[config.mk]
export PLATFORM = sky130hd
export DESIGN_NAME = mod_event_counter_flat
export DESIGN_NICKNAME = d
export VERILOG_FILES = /design/src/rtl/mod_event_counter_if.sv /design/src/rtl/mod_event_counter.sv /design/src/flat_wrapper.sv
export SDC_FILE = /design/constraint.sdc
export NUM_CORES = 1
export LEC_CHECK = 0
export CORE_MARGIN = 2
export CORE_UTILIZATION = 30
export DETAILED_ROUTE_END_ITERATION = 7
export GPL_ROUTABILITY_DRIVEN = 0
export PLACE_DENSITY = 0.56
export RECOVER_POWER = 100
export SLEW_MARGIN = 20
export SYNTH_ARGS = -nofsm -noshare
export SYNTH_HDL_FRONTEND = slang
export SYNTH_SLANG_ARGS = --single-unit
[constraint.sdc]
create_clock -name clock -period 2 [get_ports clock]
set_input_delay 0.6 -clock clock [delete_from_list [all_inputs] [get_ports clock]]
set_output_delay 0.6 -clock clock [all_outputs]
set_load 0.01 [all_outputs]
[src/rtl/mod_event_counter_if.sv]
// Handshake bundle for mod_event_counter: event/control inputs and count/flag outputs.
interface mod_event_counter_if #(
  parameter int WIDTH = 4
);
  logic             en;
  logic             x;
  logic             up;
  logic             load;
  logic [WIDTH-1:0] load_val;
  logic             clr_flag;
  logic [WIDTH-1:0] out;
  logic             z;
  logic             tc;

  modport master (
    output en, x, up, load, load_val, clr_flag,
    input  out, z, tc
  );

  modport slave (
    input  en, x, up, load, load_val, clr_flag,
    output out, z, tc
  );
endinterface

[src/rtl/mod_event_counter.sv]
// Modulo up/down event counter with saturating parallel load, sticky wrap flag z
// and a one-cycle terminal-count pulse tc.
module mod_event_counter #(
  parameter int WIDTH     = 4,
  parameter int MODULUS   = 16,
  parameter int EDGE_MODE = 0
) (
  input  logic                clock,
  input  logic                reset,
  mod_event_counter_if.slave  bus
);

  if (MODULUS < 2 || MODULUS > (1 << WIDTH)) begin : g_bad_modulus
    $error("mod_event_counter: MODULUS must satisfy 2 <= MODULUS <= 2**WIDTH");
  end

  localparam logic [WIDTH-1:0] MAX = WIDTH'(MODULUS - 1);

  logic [WIDTH-1:0] cnt, cnt_nxt, load_clamped;
  logic             x_d, ev, wrap, z_r, tc_r;

  assign ev = bus.en & bus.x & ((EDGE_MODE != 0) ? ~x_d : 1'b1);

  // Load takes the cycle, so a coincident event never wraps.
  assign wrap = ev & ~bus.load & (bus.up ? (cnt == MAX) : (cnt == '0));

  assign load_clamped = (bus.load_val > MAX) ? MAX : bus.load_val;

  always_comb begin
    cnt_nxt = cnt;
    if (bus.load)       cnt_nxt = load_clamped;
    else if (ev) begin
      if (bus.up)       cnt_nxt = (cnt == MAX) ? '0 : cnt + WIDTH'(1);
      else              cnt_nxt = (cnt == '0) ? MAX : cnt - WIDTH'(1);
    end
  end

  always_ff @(posedge clock) begin
    // Edge history tracks x even in reset, so x held high across release is not an edge.
    x_d <= bus.x;
    if (reset) begin
      cnt  <= '0;
      z_r  <= 1'b0;
      tc_r <= 1'b0;
    end else begin
      cnt  <= cnt_nxt;
      tc_r <= wrap;
      if (wrap)              z_r <= 1'b1;
      else if (bus.clr_flag) z_r <= 1'b0;
    end
  end

  assign bus.out = cnt;
  assign bus.z   = z_r;
  assign bus.tc  = tc_r;

endmodule
[src/flat_wrapper.sv]
// flat-port wrapper written by rule: the top's interface ports become plain ports
module mod_event_counter_flat 
#(
  parameter int WIDTH     = 4,
  parameter int MODULUS   = 16,
  parameter int EDGE_MODE = 0
)
  (clock, reset, bus_en, bus_x, bus_up, bus_load, bus_load_val, bus_clr_flag, bus_out, bus_z, bus_tc);
  mod_event_counter_if #(.WIDTH(WIDTH)) bus_i ();
  input  logic clock;
  input  logic reset;
  input wire logic [$bits(bus_i.en)-1:0] bus_en;
  input wire logic [$bits(bus_i.x)-1:0] bus_x;
  input wire logic [$bits(bus_i.up)-1:0] bus_up;
  input wire logic [$bits(bus_i.load)-1:0] bus_load;
  input wire logic [$bits(bus_i.load_val)-1:0] bus_load_val;
  input wire logic [$bits(bus_i.clr_flag)-1:0] bus_clr_flag;
  output wire logic [$bits(bus_i.out)-1:0] bus_out;
  output wire logic [$bits(bus_i.z)-1:0] bus_z;
  output wire logic [$bits(bus_i.tc)-1:0] bus_tc;
  assign bus_i.en = bus_en;
  assign bus_i.x = bus_x;
  assign bus_i.up = bus_up;
  assign bus_i.load = bus_load;
  assign bus_i.load_val = bus_load_val;
  assign bus_i.clr_flag = bus_clr_flag;
  assign bus_out = bus_i.out;
  assign bus_z = bus_i.z;
  assign bus_tc = bus_i.tc;
  mod_event_counter #(.WIDTH(WIDTH), .MODULUS(MODULUS), .EDGE_MODE(EDGE_MODE)) u_core (.clock(clock), .reset(reset), .bus(bus_i));
endmodule
After elaboration in Yosys (flattened, before gate mapping) --
Index checks and enable logic that the tools add are counted.
Storage, ports and cells: register bits 6, output and inout port bits 6, word-level logic and storage cells 23
Cells by class: $add $sub $neg 2, $lt $le $gt $ge 1, equal/unequal tests 1, muxes and demuxes 9, bitwise logic cells 4, reductions and logical operators 3
Operator list (count):
- 4-bit 2-to-1 mux | 6
- 4-bit by 1-bit adder with 4-bit output (second input constant) | 1
- 4-bit equality test (second input constant) | 1
- 4-bit > comparator (second input constant) | 1
- 4-bit zero test | 1
- 2-bit nonzero test | 2
- 4-bit by 1-bit subtractor with 4-bit output (second input constant) | 1
- 1-bit bitwise AND | 3
- 1-bit 2-to-1 mux | 3
- 1-bit inverter | 1

Longest topological paths before layout --
depth in word-level cells 5, depth in mapped cells 6

Worst setup path before layout --
No wires, ideal clock.
kind input to register, from input bus_up, to register u_core.z_r, in the netlist u_core.bus.z, setup time 0.070 ns, arrival time 1.503 ns, slack 0.427 ns, cell stages on the path 5, cells stage by stage buf_2 > or3b_2 > o21ai_0 > nand2_1 > a21oi_1
On the way: cells in the longest elaborated chain, start to end 3, elaborated cells between the ends (all ways) 4
RTL lines:
- start: declaration | line flat_wrapper.sv:14 | input wire logic [$bits(bus_i.up)-1:0] bus_up;
- 1-bit 2-to-1 mux (*) | line mod_event_counter.sv:25 | assign wrap = ev & ~bus.load & (bus.up ? (cnt == MAX) : (cnt == '0));
- 1-bit bitwise AND (*) | line mod_event_counter.sv:25
- 1-bit 2-to-1 mux or 2-bit nonzero test (tied branches)
- end signal: assignment | line mod_event_counter.sv:43 | z_r <= 1'b0;
- end signal: assignment | line mod_event_counter.sv:48 | if (wrap) z_r <= 1'b1;
- end signal: assignment | line mod_event_counter.sv:49 | else if (bus.clr_flag) z_r <= 1'b0;
- end: declaration | line mod_event_counter.sv:20 | logic x_d, ev, wrap, z_r, tc_r;
Every way passes the cells marked *; elsewhere a longest branch is shown, timed or not. A chain may end at the register's enable or synchronous reset.

Final worst setup path --
from register u_core.cnt[0], in the netlist u_core.bus.out[0], to output bus_out[0]
RTL lines:
- start: declaration | line mod_event_counter.sv:19 | logic [WIDTH-1:0] cnt, cnt_nxt, load_clamped;
- start signal: assignment | line mod_event_counter.sv:46 | cnt <= cnt_nxt;
- end: declaration | line flat_wrapper.sv:18 | output wire logic [$bits(bus_i.out)-1:0] bus_out;
No word-level cell between the ends.

==> run metrics <==
Seq/Total Area, Yosys=30.5%; Post-Syn Area=approximately 390 um2; clk slew on worst S/H paths=0.05 ns; Yosys reg bits=6; max-cap violations=0; r2r setup slk=0.41 ns; Site Rows=13; hold path startpoint=u_core.bus.z$_SDFFE_PP0P_; Initial DRC Count=13; type of origin of the critical path=flip-flop; worst path cell trace=clkdlybuf4s50_1; Setup Viol. Count Final=0; Arr. time, crit path=1.33 ns; PwrDens=581 nW/um2; fraction of layout cells with a size suffix above 1=10.0%; peak supply drop=0.276 mV; clock sinks=6; drt first pass iters=4; Cell Area, Placed=about 580 um2; Routed WL=940 um; RSZ-0062 raised after global routing=no; Netlist cell types=28; slowest cell on the critical path=clkdlybuf4s50_1; Placement Setup Slack=0.0472 ns; Layout Nets=85; Setup Fix Bufs, Post-CTS=0; design area=between 500 and 600 um2; Rel. slew slack=80.1%; final std cells w/o fill=85; Post-Place Cells=82; Root Buffer=clkbuf_4; total number of vias=approximately 430; # port buffers=16; most frequent cells in the layout=clkdlybuf4s50_1, nor2_1, dfxtp_1, a21oi_1, dlygate4sd3_1; syn_nets=64; leading cell type in the layout, fill and taps excluded=clkdlybuf4s50_1; n_diodes=0; CORE AREA=1270 um2; Yosys top cell by area=dfxtp_1; vias per cell=5.00; Cells after Synth=51; wire length per cell=roughly 11 um; Worst Hold Class=reg2reg; vias in the first global route=362; Crit Path Max Fanout=8; Starting Density=31.1%; Buf/Inv on CP=1; Antenna Nets Post-Route=0; min Tclk post-route=approximately 1.9 ns; DRC=0; Die Width=40.2 um; initial antenna violation count=0; Avg Synthesized Cell Area=roughly 7.7 um2; All-Layer GR Usage=14.1%; Post-CTS Resized=0; Max Clk Rate=517 MHz; Post-Route Setup TNS=0 ns; hold_buf cts=0; die height=40.2 um; Post-synth EDFFs=0; crit end category=output port; HPWL after DPL=709 um; Max Root-Sink Buffers=2; CTS Buf Count=3; reg2reg start=u_core.bus.out[0]$_SDFFE_PP0P_; post-synth top area share=30.5%; global-route wire length before repair=1460 um; worst setup path start=u_core.bus.out[0]$_SDFFE_PP0P_; YS warnings=0; Syn-to-layout area delta=51.7%; Final Cycle Share=a little over nine tenths; measured slew at the worst slew-check pin=0.298 ns; clk_lat worst skew=0.25 ns; kind of critical path=reg2out; clk_skew=0.00117 ns; Slew Limit Fails=0; critical path's top delay family=buffers and inverters; share of flip-flops with an asynchronous set or reset=0%; Die ar.=approximately 1600 um2; run status=finished clean; fin util=between 40% and 50%; H-tree level count=1; CTS tree=yes; total grt overflow=0; ys flop type=dfxtp_1; largest net degree at the start of global routing=10; Final Hold Viols=0; Required @ worst endpoint=1.40 ns; Worst path max stage delay=0.60 ns; top cells by area, synth=dfxtp_1, a21oi_1, ha_1, nor2_1, a31oi_1; # IOs=17; Leakage=between 0.2 and 0.25 nW; number of fillers in the final layout=131; fin worst setup slack=0.0670 ns
## final cells by class
class	instances	area (um2)	share of cell area, %
tap	15	18.8	3.14
clock buffer	3	22.5	3.77
timing repair buffer	18	171	28.7
inverter	5	18.8	3.14
multi-input combinational	38	246	41.2
sequential	6	120	20.1
## synthesized netlist by cell type, types with 2 or more instances
master / number
ha_1: 2
nor2_1: 6
inv_1: 3
dfxtp_1: 6
a31oi_1: 2
a21oi_1: 5
o21ai_0: 2
nor3_1: 2
nand2_1: 3
inv_2: 2
## metal layers
metal | vias to the layer above | global-route usage, % | wire length (um)
li1 | 222 | - | -
met1 | 189 | 16.2 | 436
met2 | 14 | 22.6 | 443
met3 | 0 | 6.67 | 59
met4 | 0 | 5.00 | 0
met5 | - | 0 | 0
## kinds of logic (layout without fill, tap and decap cells)
| group | count (synthesis) | after routing | synth area share (%) |
|---|---|---|---|
| adder cells (fa/ha/maj) | 2 | 2 | 6.35 |
| XOR/XNOR | 2 | 2 | 4.45 |
| multiplexers | 1 | 1 | 2.54 |
| AO/OA/AOI/OAI | 17 | 17 | 29.2 |
| flip-flops | 6 | 6 | 30.5 |
| AND/OR/NAND/NOR | 16 | 16 | 20.0 |
| buffers and inverters | 7 | 26 | 6.98 |
## state kept, by name, indices dropped and copies added (netlist names)
| name | flops |
|---|---|
| u_core.bus.tc | 1 |
| u_core.bus.out | 4 |
| u_core.bus.z | 1 |
## path summary, 6_finish.rpt
kind / cells past startpoint / to
hold / removal: 2 / u_core.bus.z$_SDFFE_PP0P_
hold reg to reg: 2 / u_core.bus.z$_SDFFE_PP0P_
setup reg to reg: 6 / u_core.bus.z$_SDFFE_PP0P_
setup / recovery: 1 / bus_out[0]
## per-stage QoR
stage | hold slack, ns | total power [W]
6_report | 0.497 | 0.000347
2_1_floorplan | 0.487 | 0.000190
4_1_cts | 0.524 | 0.000353
3_3_place_gp | 0.478 | 0.000236
3_5_place_dp | 0.517 | 0.000235
5_1_grt | 0.540 | 0.000370
## where the power goes
group	leakage, nW	switching (W)	internal, W
Combinational	0.180	0.0000377	0.0000536
Sequential	0.0494	0.0000126	0.000127
Clock	0.0138	0.0000482	0.0000682
Total	0.243	0.0000985	0.000249
(Power assumes the default switching activity.)
